`src/rtl/oam_dma_engine_pkg.sv`:
```
// Shared types and constants for the OAM DMA engine and its address generator.
package oam_dma_engine_pkg;

  typedef enum logic [2:0] {
    DMA_IDLE,
    DMA_REQ,
    DMA_RD_ADDR,
    DMA_RD_CAP,
    DMA_WR_ADDR,
    DMA_WR_COMMIT,
    DMA_DONE
  } dma_state_t;

  localparam logic [15:0] OAM_BASE     = 16'hFE00;
  localparam logic [7:0]  OAM_LEN      = 8'd160;
  localparam logic [15:0] DMA_REG_ADDR = 16'hFF46;

  // Echo RAM E000-FFFF mirrors C000-DFFF, so those pages are read 0x20 pages lower.
  function automatic logic [7:0] mapSrcHi(input logic [7:0] srcHi);
    return (srcHi < 8'hE0) ? srcHi : (srcHi - 8'h20);
  endfunction

endpackage

```
`src/rtl/oam_dma_addr_gen.sv`:
```
// Source page latch, byte index counter and source/destination address formation.
// Addresses are produced from the next-cycle values so the engine can register them.
module oam_dma_addr_gen
  import oam_dma_engine_pkg::*;
#(
  parameter logic [7:0]  LEN      = OAM_LEN,
  parameter logic [15:0] DST_BASE = OAM_BASE
) (
  input  logic        i_clk,
  input  logic        i_rst,
  input  logic        i_load,
  input  logic [7:0]  i_src_hi,
  input  logic        i_advance,
  output logic [15:0] o_rd_addr_next,
  output logic [15:0] o_wr_addr_next,
  output logic        o_last
);

  logic [7:0] r_srcHi;
  logic [7:0] r_index;
  logic [7:0] w_srcHiNext;
  logic [7:0] w_indexNext;

  assign o_last = (r_index == (LEN - 8'd1));

  // A load restarts at byte 0 of a new page; advancing stops at the last byte instead of wrapping.
  always_comb begin
    w_srcHiNext = r_srcHi;
    w_indexNext = r_index;
    if (i_load) begin
      w_srcHiNext = i_src_hi;
      w_indexNext = 8'd0;
    end else if (i_advance && !o_last) begin
      w_indexNext = r_index + 8'd1;
    end
  end

  // Source page and index registers.
  always_ff @(posedge i_clk or posedge i_rst) begin
    if (i_rst) begin
      r_srcHi <= 8'd0;
      r_index <= 8'd0;
    end else begin
      r_srcHi <= w_srcHiNext;
      r_index <= w_indexNext;
    end
  end

  assign o_rd_addr_next = {mapSrcHi(w_srcHiNext), w_indexNext};
  assign o_wr_addr_next = DST_BASE + {8'h00, w_indexNext};

endmodule

```
`src/rtl/oam_dma_engine.sv`:
```
// OAM DMA bus initiator: copies LEN bytes from page {src_hi,00} into OAM through the
// memory unit's CPU-side port. Each byte is a read (present + capture) then a write
// (present + commit). Outputs are registered from the next state; oe/we are additionally
// gated by the grant so the port goes quiet the moment the arbiter takes it back.
module oam_dma_engine
  import oam_dma_engine_pkg::*;
#(
  parameter logic [7:0]  LEN      = OAM_LEN,
  parameter logic [15:0] DST_BASE = OAM_BASE
) (
  input  logic        i_clk,
  input  logic        i_rst,
  input  logic        i_dma_start,
  input  logic [7:0]  i_dma_src_hi,
  input  logic        i_bus_grant,
  output logic        o_bus_req,
  output logic [15:0] o_mem_addr,
  output logic        o_mem_oe,
  output logic        o_mem_we,
  output logic [7:0]  o_mem_wdata,
  input  logic [7:0]  i_mem_rdata,
  output logic        o_dma_active,
  output logic        o_dma_done
);

  dma_state_t  r_state;
  dma_state_t  w_stateNext;
  logic        w_load;
  logic        w_advance;
  logic        w_capture;
  logic        w_last;
  logic [15:0] w_rdAddrNext;
  logic [15:0] w_wrAddrNext;
  logic        w_isRd;
  logic        w_isWr;
  logic [7:0]  w_byteBufNext;
  logic [15:0] w_addrNext;
  logic [7:0]  w_wdataNext;

  logic [7:0]  r_byteBuf;
  logic [15:0] r_addr;
  logic [7:0]  r_wdata;
  logic        r_busReq;
  logic        r_oe;
  logic        r_we;
  logic        r_active;
  logic        r_done;

  oam_dma_addr_gen #(
    .LEN      (LEN),
    .DST_BASE (DST_BASE)
  ) u_addr_gen (
    .i_clk          (i_clk),
    .i_rst          (i_rst),
    .i_load         (w_load),
    .i_src_hi       (i_dma_src_hi),
    .i_advance      (w_advance),
    .o_rd_addr_next (w_rdAddrNext),
    .o_wr_addr_next (w_wrAddrNext),
    .o_last         (w_last)
  );

  // Next state and next output values; a start always restarts, a lost grant rewinds to the present phase.
  always_comb begin
    w_stateNext = r_state;
    w_load      = 1'b0;
    w_advance   = 1'b0;
    w_capture   = 1'b0;
    if (i_dma_start) begin
      w_stateNext = DMA_REQ;
      w_load      = 1'b1;
    end else begin
      case (r_state)
        DMA_IDLE:      w_stateNext = DMA_IDLE;
        DMA_REQ:       if (i_bus_grant) w_stateNext = DMA_RD_ADDR;
        DMA_RD_ADDR:   if (i_bus_grant) w_stateNext = DMA_RD_CAP;
        DMA_RD_CAP: begin
          if (i_bus_grant) begin
            w_capture   = 1'b1;
            w_stateNext = DMA_WR_ADDR;
          end else begin
            w_stateNext = DMA_RD_ADDR;
          end
        end
        DMA_WR_ADDR:   if (i_bus_grant) w_stateNext = DMA_WR_COMMIT;
        DMA_WR_COMMIT: begin
          if (i_bus_grant) begin
            w_advance   = 1'b1;
            w_stateNext = w_last ? DMA_DONE : DMA_RD_ADDR;
          end else begin
            w_stateNext = DMA_WR_ADDR;
          end
        end
        DMA_DONE:      w_stateNext = DMA_IDLE;
        default:       w_stateNext = DMA_IDLE;
      endcase
    end

    w_isRd        = (w_stateNext == DMA_RD_ADDR) || (w_stateNext == DMA_RD_CAP);
    w_isWr        = (w_stateNext == DMA_WR_ADDR) || (w_stateNext == DMA_WR_COMMIT);
    w_byteBufNext = w_capture ? i_mem_rdata : r_byteBuf;
    w_addrNext    = r_addr;
    if (w_isRd) begin
      w_addrNext = w_rdAddrNext;
    end else if (w_isWr) begin
      w_addrNext = w_wrAddrNext;
    end
    w_wdataNext = w_isWr ? w_byteBufNext : r_wdata;
  end

  // FSM state register.
  always_ff @(posedge i_clk or posedge i_rst) begin
    if (i_rst) begin
      r_state <= DMA_IDLE;
    end else begin
      r_state <= w_stateNext;
    end
  end

  // Registered bus outputs and the byte buffer.
  always_ff @(posedge i_clk or posedge i_rst) begin
    if (i_rst) begin
      r_byteBuf <= 8'd0;
      r_addr    <= 16'd0;
      r_wdata   <= 8'd0;
      r_busReq  <= 1'b0;
      r_oe      <= 1'b0;
      r_we      <= 1'b0;
      r_active  <= 1'b0;
      r_done    <= 1'b0;
    end else begin
      r_byteBuf <= w_byteBufNext;
      r_addr    <= w_addrNext;
      r_wdata   <= w_wdataNext;
      r_busReq  <= (w_stateNext != DMA_IDLE) && (w_stateNext != DMA_DONE);
      r_oe      <= w_isRd;
      r_we      <= w_isWr;
      r_active  <= (w_stateNext != DMA_IDLE);
      r_done    <= (w_stateNext == DMA_DONE);
    end
  end

  assign o_bus_req    = r_busReq;
  assign o_mem_addr   = r_addr;
  assign o_mem_oe     = r_oe & i_bus_grant;
  assign o_mem_we     = r_we & i_bus_grant;
  assign o_mem_wdata  = r_wdata;
  assign o_dma_active = r_active;
  assign o_dma_done   = r_done;

endmodule

```
`config.mk`:
```
export PLATFORM = sky130hd
export DESIGN_NAME = oam_dma_engine
export DESIGN_NICKNAME = d
export VERILOG_FILES = /design/src/rtl/oam_dma_engine_pkg.sv /design/src/rtl/oam_dma_addr_gen.sv /design/src/rtl/oam_dma_engine.sv
export SDC_FILE = /design/constraint.sdc
export NUM_CORES = 1
export LEC_CHECK = 0
export CORE_MARGIN = 1.5
export CORE_UTILIZATION = 51
export CTS_CLUSTER_SIZE = 24
export DETAILED_ROUTE_END_ITERATION = 8
export GPL_TIMING_DRIVEN = 0
export PLACE_DENSITY_LB_ADDON = 0.25
export SYNTH_ARGS = -nofsm -noshare
export SYNTH_HDL_FRONTEND = slang
export SYNTH_SLANG_ARGS = --single-unit
```
`constraint.sdc`:
```
create_clock -name i_clk -period 2.2 [get_ports i_clk]
set_input_delay 0.22 -clock i_clk [delete_from_list [all_inputs] [get_ports i_clk]]
set_output_delay 0.22 -clock i_clk [all_outputs]
set_load 0.005 [all_outputs]
```
After elaboration in Yosys (flattened, before gate mapping)
Cells that the tools add are included.

storage, ports and cells
  output and inout port bits = 29
  word-level logic and storage cells = 57
  register bits after elaboration = 56

cells by class
  equal/unequal tests = 12
  mux-type cells = 21
  reduce and logical (&&, ||, !) cells = 7
  bitwise operators = 2
  magnitude comparators = 1
  add/subtract/negate cells = 3

operators by type and width
  kind                                               count
  2-to-1 mux 8 bit                                   5
  2-to-1 mux 16 bit                                  2
  2-to-1 mux 3 bit                                   7
  == test 3 bit (second input constant)              5
  one-hot mux 3 bit (5 select lines)                 1
  == test 3 x 2 -> 1 bit (second input constant)     4
  adder 10 x 9 -> 11 bit (first input constant)      1
  adder 8 x 1 -> 8 bit (second input constant)       1
  == test 8 bit (second input constant)              1
  < comparator 8 bit (second input constant)         1
  subtractor 8 x 6 -> 8 bit (second input constant)  1
  2-to-1 mux 1 bit                                   6
  == test 3 x 1 -> 1 bit (second input constant)     1
  != test 3 bit (second input constant)              1
  nonzero test 3 bit                                 1
  bitwise AND 1 bit                                  2
  logical AND 1 bit                                  2
  logical OR 1 bit                                   2
  nonzero test 2 bit                                 1
  zero test 1 bit                                    1

Longest topological paths before layout
Gate-level depths: netlist of run 1.

  depth after elaboration = 9
  gate-level depth with buffers = 8
  gate-level depth less buffers = 5

Modules after synthesis
A second synthesis of run 1 with hierarchy kept.

second synthesis, totals
  cells, all modules = 253
  area total of the unflattened synthesis = 2810.2 um^2

by module, submodules not included
  module            instances  cells each  area each (um^2)  sequential area each (um^2)
  oam_dma_engine    1          162         1840.5            1001.0
  oam_dma_addr_gen  1          91          969.7             400.4

Worst setup path before layout of run 1
OpenSTA, ideal clock, no wires.

  kind = reg-to-reg
  start point = register u_addr_gen.r_index[0]
  end point = register r_addr[13], in the netlist o_mem_addr[13]
  arrival = 1.830 ns
  library setup time = 0.125 ns
  slack = 0.245 ns
  buffers on the path = 1
  cell stages (with the launch flop) = 7
  required time = 2.075 ns
  path through = dfrtp_1 -> ha_1 -> and3_1 -> buf_2 -> and2_4 -> a221oi_4 -> mux2_4

on the way
  longest elaborated chain between the ends = 8

RTL lines
  element                                                  RTL line                text
  start, declared                                          oam_dma_addr_gen.sv:20  logic [7:0] r_index;
  start signal, assigned                                   oam_dma_addr_gen.sv:45  r_index <= w_indexNext;
  == test 8 bit (*)                                        oam_dma_addr_gen.sv:24  assign o_last = (r_index == (LEN - 8'd1));
  2-to-1 mux 3 bit (*)                                     oam_dma_engine.sv:89    w_stateNext = w_last ? DMA_DONE : DMA_RD_ADDR;
  2-to-1 mux 3 bit (*)                                     oam_dma_engine.sv:87    if (i_bus_grant) begin
  one-hot mux 3 bit (5 select lines) (*)                   oam_dma_engine.sv:73    case (r_state)
  2-to-1 mux 3 bit (*)                                     oam_dma_engine.sv:69    if (i_dma_start) begin
  == test 3 x 2 -> 1 bit                                   oam_dma_engine.sv:99    w_isRd = (w_stateNext == DMA_RD_ADDR) || (w_stateNext == DMA_RD_CAP);
  logical OR 1 bit (*)                                     oam_dma_engine.sv:99
  net w_isRd                                               oam_dma_engine.sv:34    logic w_isRd;
  2-to-1 mux 16 bit or nonzero test 2 bit (tied branches)  -
  end signal, assigned                                     oam_dma_engine.sv:133   r_addr <= w_addrNext;
  end, declared                                            oam_dma_engine.sv:41    logic [15:0] r_addr;

Mark *: on every way through the listed nets, which the timed path passes. The rest lies on a longest branch. The select of a mux whose other input is x is not followed.
A chain may end at the register's enable or synchronous reset.

Worst setup path in the final report of run 1
  start point = register u_addr_gen.r_index[1]
  end point = register r_addr[3], in the netlist o_mem_addr[3]

on the way
  longest elaborated chain between the ends = 8

RTL lines
  element
  branches (longest 8 deep; another with adder 10 x 9 -> 11 bit)

Several ways; the timed one is not identified. The select of a mux whose other input is x is not followed.

==> results by group, run 1 <==
Route
  – Post-DRT Antenna Nets: 0
  – Drt first pass iters: 4
  – DR DRC count: 0
  – Vias: 1708
  – Routed vias/inst: 5.35
  – DRT Wirelength: 4.73 mm
  – Initial DRC count: 94
  – Avg WL per Cell: 14.8 um

Die
  – Row cnt: 25
  – Core Footprint: 4720 um2
  – Die Y: 72.9 um
  – Starting Density: 0.527
  – Die width: 72.9 um
  – Io pins: 49
  – Die area: 5310 um2

Logic synthesis
  – FF+latch count, synth: 56
  – Sequential fraction of the synthesis area: 0.563
  – YS warnings: 0
  – Synth Flop Type: dfrtp_1
  – Synth async-reset ratio: 1.00
  – Synthesized instance count: 192
  – Cell variety after synth: 49
  – Mapped cell area: 2490 um2
  – Mapped Avg Cell Area: 13.0 um2
  – EDFF count, synth: 0
  – Post-Syn Nets: 213

Global routing
  – Overflow after GRT: 0
  – Met3 Usage GRT: 0.0580
  – GR Util met1: 0.246
  – Met2 usage: 0.331
  – Initial antenna violation count: 0
  – Vias in the first global route: 1710
  – Total GRT Usage: 0.197
  – Largest net degree at the start of global routing: 33
  – First-pass GRT wire length: 7.95 mm
  – Gr busiest metal: met2

Layout
  – FF/Latch Area: 1400 um2
  – Fin area: 3210 um2
  – Footprint of the multi-input gates: 957 um2
  – Post-layout nets: 272
  – P&R area growth vs syn: 28.8%
  – Fill cell total of the finished layout: 358
  – Finished Core Util: 0.679
  – Most frequent cells in the layout: dfrtp_1 (56), clkdlybuf4s50_1 (47), mux2_2 (23)
  – ANT cells: 0
  – Commonest non-fill, non-tap cell in the layout: dfrtp_1
  – Layout cell share with drive strength beyond 1: 0.226

Clock network
  – CTS root buf: clkbuf_8
  – Longest Clk Path Bufs: 2
  – Worst-Skew Late Latency: 0.31 ns
  – Cts bufs inserted: 5
  – # hold bufs at CTS: 0
  – CTS Sinks: 56
  – CTS tree: built
  – H-Tree Depth: 2
  – Clk slew on worst S/H paths: 0.10 ns

STA
  – Final Max Slew Viols: 0
  – RSZ-0062 raised after global routing: no
  – Ratio of final minimum period to clock period: 0.958
  – Final Skew: 0.00754 ns
  – Slew headroom: 0.633
  – Hold Vio Cnt, Final: 0
  – Max Freq: 475 MHz
  – Final setup fails: 0
  – Tmin final: 2.11 ns
  – Worst Max-Slew Pin Slew: 0.550 ns
  – Final worst-path setup slack: 0.0928 ns

Setup path
  – Crit path max fanout: 8
  – CP Launch Type: flip-flop
  – CP Class: reg -> reg
  – Worst EP required: 2.39 ns
  – Worst Setup End Kind: flip-flop
  – Crit path DAT: 2.30 ns

Flow run
  – Total of max-cap violations: 0

Pwr
  – Leak Pwr: 0.00141 uW
  – Pwr dens: 826 nW/um2
  – Worst VDD drop: 0.461 mV

Placed design
  – Final HPWL DP: 3.35 mm
  – Gp weighted congestion: 0.864
  – Pre-CTS setup slack: -0.0688 ns
  – Port-buffer cells: 47
  – DP Area: 3070 um2

Status
  – Status: finished clean

Worst hold path
  – Worst min-delay path class: in -> async
area by class of cell:
type	count	share of cell area
Buffer	12	0.0300
Clock buffer	6	0.0226
Clock inverter	2	0.0121
Inverter	10	0.0117
Multi-Input combinational cell	114	0.298
Sequential cell	56	0.437
Tap cell	67	0.0261
Timing Repair Buffer	52	0.162
critical path, stage by stage, from the launching register on:
cell	delay [ns]
dfrtp_1	0.43
ha_1	0.24
and3_1	0.18
buf_2	0.17
a311oi_4	0.27
and2_1	0.19
buf_4	0.16
mux2_2	0.35
path summary, 6_finish.rpt:
path	startpoint	end	slack, ns	depth (start not counted)
hold reg to reg	u_addr_gen.r_srcHi[4]	u_addr_gen.r_srcHi[4]	0.50	2
setup / recovery	u_addr_gen.r_index[1]	o_mem_addr[3]	0.09	7
min in group i_clk	i_bus_grant	r_state[0]	0.32	3
hold / removal	i_rst	u_addr_gen.r_srcHi[3]	0.26	2
max in group asynchronous	i_rst	u_addr_gen.r_index[1]	1.39	3
setup reg to reg	u_addr_gen.r_index[1]	o_mem_addr[3]	0.09	7
report_power, final:
part           switching, uW  internal, uW
clock network            328           344
logic                    229           441
registers               80.1          1230
total                    637          2010
registers in the layout, summed over array words and instances (netlist names):
signal              count
r_oe                    1
o_dma_done              1
r_byteBuf               8
o_mem_addr             16
o_mem_wdata             8
o_bus_req               1
u_addr_gen.r_srcHi      8
u_addr_gen.r_index      8
r_state                 3
r_we                    1
o_dma_active            1
logic make-up (layout without fill, tap and decap cells):
family | Yosys count | in the layout | share of synthesized area
AOI/OAI and AO/OA | 40 | 40 | 0.129
and+or+nand+nor | 39 | 39 | 0.101
buffers and inverters | 22 | 82 | 0.0537
adders and majority gates | 1 | 1 | 0.00502
DFF | 56 | 56 | 0.563
muxes | 32 | 32 | 0.142
xor gates and xnor gates | 2 | 2 | 0.00703
cell usage after synthesis (all sizes together), types with 2 or more instances:
library cell | count | share of area
dfrtp | 56 | 0.56
mux2 | 24 | 0.11
buf | 12 | 0.039
a21oi | 10 | 0.020
inv | 10 | 0.015
mux2i | 8 | 0.032
a2bb2oi | 6 | 0.021
nand2 | 6 | 0.0090
nor2 | 6 | 0.011
and2 | 5 | 0.014
a211oi | 4 | 0.012
nand3 | 4 | 0.0080
o21ai | 4 | 0.0080
and3 | 3 | 0.0075
nand4b | 3 | 0.017
nor3 | 3 | 0.0060
a31oi | 2 | 0.0050
nand3b | 2 | 0.0060
nor2b | 2 | 0.0050
o311ai | 2 | 0.0070
xnor2 | 2 | 0.0070
routing by layer:
metal | vias up | routed length, um
li1 | 813 | -
met1 | 833 | 2100
met5 | - | 0
met3 | 8 | 269
met4 | 0 | 70
met2 | 54 | 2290
stage by stage:
| stage | power (uW) | setup TNS, ns | instances | hold slack [ns] |
|---|---|---|---|---|
| 2_1_floorplan | 1640 | 0 | 192 | 0.363 |
| 3_3_place_gp | 1980 | -20.54 | 306 | 0.465 |
| 3_5_place_dp | 2000 | -0.160 | 307 | 0.470 |
| 4_1_cts | 2680 | 0 | 316 | 0.274 |
| 5_1_grt | 2790 | 0 | 319 | 0.304 |
| 6_report | 2650 | 0 | 319 | 0.260 |
repair_timing:
item / CTS / global route
buffers inserted: 1 / 3
pin swaps: 1 / 2
setup endpoints to repair: 5 / 9
resized for setup: 1 / 1
(Power assumes the default switching activity.)
==> inputs of run 2 (changes only) <==
Settings changed: REMOVE_ABC_BUFFERS set to 1.
==> results by group, run 2 (synthesis gave the netlist of run 1 again) <==
Clock network
  – Longest Clk Path Bufs: 2 (unchanged)
  – Clk slew on worst S/H paths: 0.10 ns (about the same)
  – CTS tree: built
  – CTS root buf: clkbuf_8
  – H-Tree Depth: 2 (unchanged)
  – CTS Sinks: 56 (unchanged)
  – Worst-Skew Late Latency: 0.32 ns (about the same)
  – Cts bufs inserted: 5 (unchanged)

Setup path
  – Delay-heaviest family, CP: simple AND/OR/NAND/NOR gates
  – Worst EP required: 2.40 ns (about the same)
  – Crit-path cells: ha_1 > and3_1 > a311oi_4 > and2_4 > mux2_2
  – Crit path max fanout: 8 (unchanged)
  – Crit path DAT: 2.31 ns (about the same)
  – CP Class: reg -> reg
  – Max incr delay on CP: 0.44 ns (about the same)
  – Critical Path Slowest Stage Cell: dfrtp_1
  – CP Launch Type: flip-flop
  – Worst Setup End Kind: flip-flop
  – WP buf/inv: 0 (-2)

Layout
  – Finished Core Util: 0.669 (-0.0103)
  – Fin area: 3160 um2 (-1.5%)
  – Post-route insts no fill: 310 (-2.8%)
  – Number of flip-flops in the largest register: 16 (unchanged)
  – Commonest non-fill, non-tap cell in the layout: dfrtp_1
  – Most frequent cells in the layout: dfrtp_1 (56), clkdlybuf4s50_1 (47), mux2_2 (23)
  – P&R area growth vs syn: 26.8%
  – Post-layout nets: 263 (-3.3%)
  – Layout cell share with drive strength beyond 1: 0.210 (-0.0163)
  – ANT cells: 0 (unchanged)
  – Fill cell total of the finished layout: 355 (-0.84%)

Die
  – Core Footprint: 4720 um2 (unchanged)
  – Row cnt: 25 (unchanged)
  – Die Y: 72.9 um (unchanged)
  – Io pins: 49 (unchanged)
  – Die width: 72.9 um (unchanged)
  – Die area: 5310 um2 (unchanged)
  – Starting Density: 0.527 (unchanged)

Pwr
  – Worst VDD drop: 0.501 mV (+8.7%)
  – Switching Share: 0.231 (-0.00990)
  – Logic pwr share: 0.234 (-0.019)
  – Leak Pwr: 0.00138 uW (-2.2%)
  – Cell Int Power: 2120 uW (+5.2%)
  – Sequential power share: 0.479 (-0.014)
  – Total design power: 2750 uW (+3.8%)
  – Pwr dens: 871 nW/um2 (+5.4%)
  – Clock group share of total power: 0.286 (+0.032)
  – Net switching power: 634 uW (-0.45%)

Route
  – Drt first pass iters: 4 (unchanged)
  – DRT Wirelength: 4.51 mm (-4.7%)
  – Routed vias/inst: 5.34 (-0.23%)
  – Vias: 1656 (-3.0%)
  – Post-DRT Antenna Nets: 0 (unchanged)
  – Initial DRC count: 81 (-14%)
  – Avg WL per Cell: 14.5 um (-2.0%)
  – DR DRC count: 0 (unchanged)

STA
  – Final Skew: 0.0108 ns (+0.00322 ns)
  – Final setup fails: 0 (unchanged)
  – Max Freq: 474 MHz (-0.14%)
  – Hold Vio Cnt, Final: 0 (unchanged)
  – Tmin final: 2.11 ns (+0.00306 ns)
  – Slew headroom: 0.509 (-0.124)
  – Hold WS: 0.306 ns (+0.0465 ns)
  – Ratio of final minimum period to clock period: 0.959 (+0.00139)
  – Worst Max-Slew Pin Slew: 0.737 ns (+0.187 ns)
  – Final Max Slew Viols: 0 (unchanged)
  – RSZ-0062 raised after global routing: no

Placed design
  – DP Area: 2980 um2 (-2.8%)
  – Port-buffer cells: 48 (+2.1%)
  – DP Cell Count: 296 (-3.6%)
  – Final HPWL DP: 3.14 mm (-6.2%)
  – Gp weighted congestion: 0.777 (-10%)

Global routing
  – Initial antenna violation count: 0 (unchanged)
  – Total GRT Usage: 0.193 (-0.00480)
  – Overflow after GRT: 0 (unchanged)
  – Largest net degree at the start of global routing: 32 (-3.0%)
  – Vias in the first global route: 1563 (-8.6%)
  – First-pass GRT wire length: 7.65 mm (-3.7%)

Worst hold path
  – Worst min-delay path class: in -> async

Flow run
  – Total of max-cap violations: 0 (unchanged)

Status
  – Status: finished clean
==> run 2: timing repair <==
| item | in CTS | in global routing |
|---|---|---|
| hold buffers | 0 | 0 |
| pin swaps | 0 | 2 |
| setup endpoints to repair | 25 | 5 |
| buffers inserted | 0 | 6 |
| gates resized for setup | 4 | 2 |
==> run 2: final timing paths <==
path | start | slack, ns | depth (start not counted) | to
setup / recovery | u_addr_gen.r_index[0] | 0.09 | 5 | o_mem_addr[6]
hold / removal | i_rst | 0.31 | 2 | u_addr_gen.r_srcHi[1]
setup reg to reg | u_addr_gen.r_index[0] | 0.09 | 5 | o_mem_addr[6]
hold reg to reg | u_addr_gen.r_srcHi[1] | 0.50 | 2 | u_addr_gen.r_srcHi[1]
max in group asynchronous | i_rst | 1.32 | 3 | o_mem_addr[5]
min in group i_clk | u_addr_gen.r_srcHi[1] | 0.50 | 2 | u_addr_gen.r_srcHi[1]
==> run 2: area by class of cell <==
type                            instances  area, um2  area share
Timing Repair Buffer                   55        541       0.171
Multi-Input combinational cell        114        958       0.303
Sequential cell                        56       1400       0.444
Inverter                               10       37.5      0.0119
Clock buffer                            5       68.8      0.0218
Clock inverter                          3       68.8      0.0218
Tap cell                               67       83.8      0.0265
==> run 2: metrics by stage <==
| step | setup slack (ns) | TNS (ns) |
|---|---|---|
| floorplan | -0.0176 | -0.0704 |
| global placement | -1.01 | -42.39 |
| detailed placement | -0.983 | -20.87 |
| CTS | 0.00840 | 0 |
| global route | 0.00151 | 0 |
| finish | 0.0898 | 0 |
==> run 2: power groups by stage <==
stage / clock network [uW] / logic, uW / registers [uW]
after global placement: 0 / 620 / 1340
final: 788 / 645 / 1320
after floorplan: 0 / 268 / 1340
after detailed placement: 0 / 642 / 1340
after CTS: 811 / 642 / 1320
after global routing: 853 / 699 / 1340
==> run 2: layer usage <==
layer	vias to the layer above	global-route usage	routed length (um)
li1	792	-	-
met1	826	0.258	2090
met2	32	0.292	2130
met4	0	0.0755	74
met5	-	0	0
met3	6	0.0635	210
==> inputs of run 3 (changes only) <==
Settings changed: SLEW_MARGIN set to 30.
==> results by group, run 3 (synthesis gave the netlist of run 1 again) <==
Clock network
  – # hold bufs at CTS: 0 (unchanged)
  – Clk slew on worst S/H paths: 0.10 ns (about the same)
  – CTS tree: built
  – Cts bufs inserted: 5 (unchanged)
  – CTS root buf: clkbuf_8
  – CTS Sinks: 56 (unchanged)
  – Worst-Skew Late Latency: 0.31 ns (about the same)
  – H-Tree Depth: 2 (unchanged)
  – Longest Clk Path Bufs: 2 (unchanged)

Pwr
  – Worst VDD drop: 0.460 mV (-8.1%)
  – Pwr dens: 839 nW/um2 (-3.6%)
  – Total design power: 2650 uW (-3.8%)
  – Leak Pwr: 0.00138 uW (about the same)

Setup path
  – Max incr delay on CP: 0.44 ns (about the same)
  – Crit-path cells: ha_1 > and3_1 > a311oi_4 > and2_4 > mux2_2
  – Worst Setup End Kind: flip-flop
  – CP Launch Type: flip-flop
  – Crit path DAT: 2.29 ns (-0.02 ns)
  – Critical Path Slowest Stage Cell: dfrtp_1
  – Crit path max fanout: 8 (unchanged)
  – CP Class: reg -> reg
  – Worst EP required: 2.40 ns (about the same)

Die
  – Starting Density: 0.527 (unchanged)
  – Die width: 72.9 um (unchanged)
  – Row cnt: 25 (unchanged)
  – Die Y: 72.9 um (unchanged)
  – Core Footprint: 4720 um2 (unchanged)
  – Io pins: 49 (unchanged)
  – Die area: 5310 um2 (unchanged)

Layout
  – Number of flip-flops in the largest register: 16 (unchanged)
  – Post-route insts no fill: 312 (+0.65%)
  – Fin area: 3150 um2 (-0.16%)
  – Layout cell share with drive strength beyond 1: 0.216 (+0.00645)
  – FF/Latch Area: 1400 um2 (unchanged)
  – Footprint of the multi-input gates: 958 um2 (unchanged)
  – Commonest non-fill, non-tap cell in the layout: dfrtp_1
  – Fill cell total of the finished layout: 360 (+1.4%)
  – Most frequent cells in the layout: dfrtp_1 (56), clkdlybuf4s50_1 (47), mux2_2 (23)
  – Post-layout nets: 265 (+0.76%)
  – ANT cells: 0 (unchanged)
  – P&R area growth vs syn: 26.6%

STA
  – Ratio of final minimum period to clock period: 0.951 (-0.00805)
  – Slew headroom: 0.566 (+0.0569)
  – Final setup fails: 0 (unchanged)
  – Max Freq: 478 MHz (+0.85%)
  – Worst Max-Slew Pin Slew: 0.651 ns (-0.0853 ns)
  – Hold Vio Cnt, Final: 0 (unchanged)
  – Final Max Slew Viols: 0 (unchanged)
  – RSZ-0062 raised after global routing: no
  – Tmin final: 2.09 ns (-0.0177 ns)
  – Setup_tns: 0 ns (unchanged)
  – Final Skew: 0.00789 ns (-0.00288 ns)

Route
  – Avg WL per Cell: 14.5 um (about the same)
  – DRT Wirelength: 4.54 mm (+0.69%)
  – Vias: 1647 (-0.54%)
  – Drt first pass iters: 4 (unchanged)
  – Initial DRC count: 94 (+16%)
  – Routed vias/inst: 5.28 (-1.2%)
  – DR DRC count: 0 (unchanged)
  – Post-DRT Antenna Nets: 0 (unchanged)

Placed design
  – Port-buffer cells: 48 (unchanged)
  – DP Area: 2980 um2 (about the same)
  – Gp weighted congestion: 0.777 (unchanged)
  – Final HPWL DP: 3.14 mm (-0.11%)
  – DP Cell Count: 296 (unchanged)

Global routing
  – Vias in the first global route: 1554 (-0.58%)
  – Overflow after GRT: 0 (unchanged)
  – Largest net degree at the start of global routing: 32 (unchanged)
  – Total GRT Usage: 0.190 (-0.00255)
  – First-pass GRT wire length: 7.65 mm (about the same)
  – Initial antenna violation count: 0 (unchanged)

Flow run
  – Total of max-cap violations: 0 (unchanged)

Worst hold path
  – Worst min-delay path class: in -> async

Status
  – Status: finished clean
-- run 3: cell count changes in the layout (fill, tap and decap cells not counted), sizes merged --
cell,before,now
buf,7,10
bufinv,2,1
clkbuf,6,5
clkinv,0,1
-- run 3: final cells by class --
type                       count  share of cell area
sequential                    56               0.444
multi-input combinational    114               0.304
timing repair buffer          57               0.176
tap                           67              0.0266
clock buffer                   5              0.0218
clock inverter                 3              0.0147
inverter                      10              0.0127
-- run 3: critical path: cells and delay by family (launching register included) --
kind                       cells  cell delay (ns)
muxes                          1             0.34
adders and majority gates      1             0.26
and+or+nand+nor                2             0.57
AOI/OAI and AO/OA              1             0.38
DFF                            1             0.44
-- run 3: where the power goes --
| group | internal [uW] | leakage, uW | switching (uW) |
|---|---|---|---|
| Sequential | 1230 | 0.000701 | 91.8 |
| Clock | 345 | 0.0000600 | 329 |
| Combinational | 438 | 0.000619 | 216 |
-- run 3: path summary, 6_finish.rpt --
| path | from | end | slack (ns) | depth (start not counted) |
|---|---|---|---|---|
| min reg2reg | u_addr_gen.r_srcHi[1] | u_addr_gen.r_srcHi[1] | 0.49 | 2 |
| max reg2reg | u_addr_gen.r_index[0] | o_mem_addr[3] | 0.11 | 5 |
| min | i_rst | o_mem_addr[9] | 0.21 | 2 |
| max | u_addr_gen.r_index[0] | o_mem_addr[3] | 0.11 | 5 |
| min in group i_clk | i_dma_start | u_addr_gen.r_index[1] | 0.46 | 2 |
| max in group asynchronous | i_rst | u_addr_gen.r_index[7] | 1.52 | 3 |
-- run 3: layer usage --
layer	vias to the layer above	GRT usage	wire [um]
li1	801	-	-
met3	4	0.0483	192
met5	-	0	0
met1	811	0.260	2130
met4	0	0.0629	42
met2	31	0.298	2180
-- run 3: stage by stage --
stage | setup slack, ns | utilization | hold slack (ns)
5_1_grt | 0.0144 | 0.668 | 0.230
3_5_place_dp | -0.608 | 0.630 | 0.477
6_report | 0.108 | 0.668 | 0.214
2_1_floorplan | -0.0176 | - | 0.283
4_1_cts | 0.0219 | 0.655 | 0.217
3_3_place_gp | -1.01 | 0.626 | 0.468
-- run 3: repair_timing --
item | CTS | global route
resized for setup | 3 | 0
pin swaps | 0 | 2
setup buffers | 0 | 8
endpoints found under the setup margin | 14 | 5
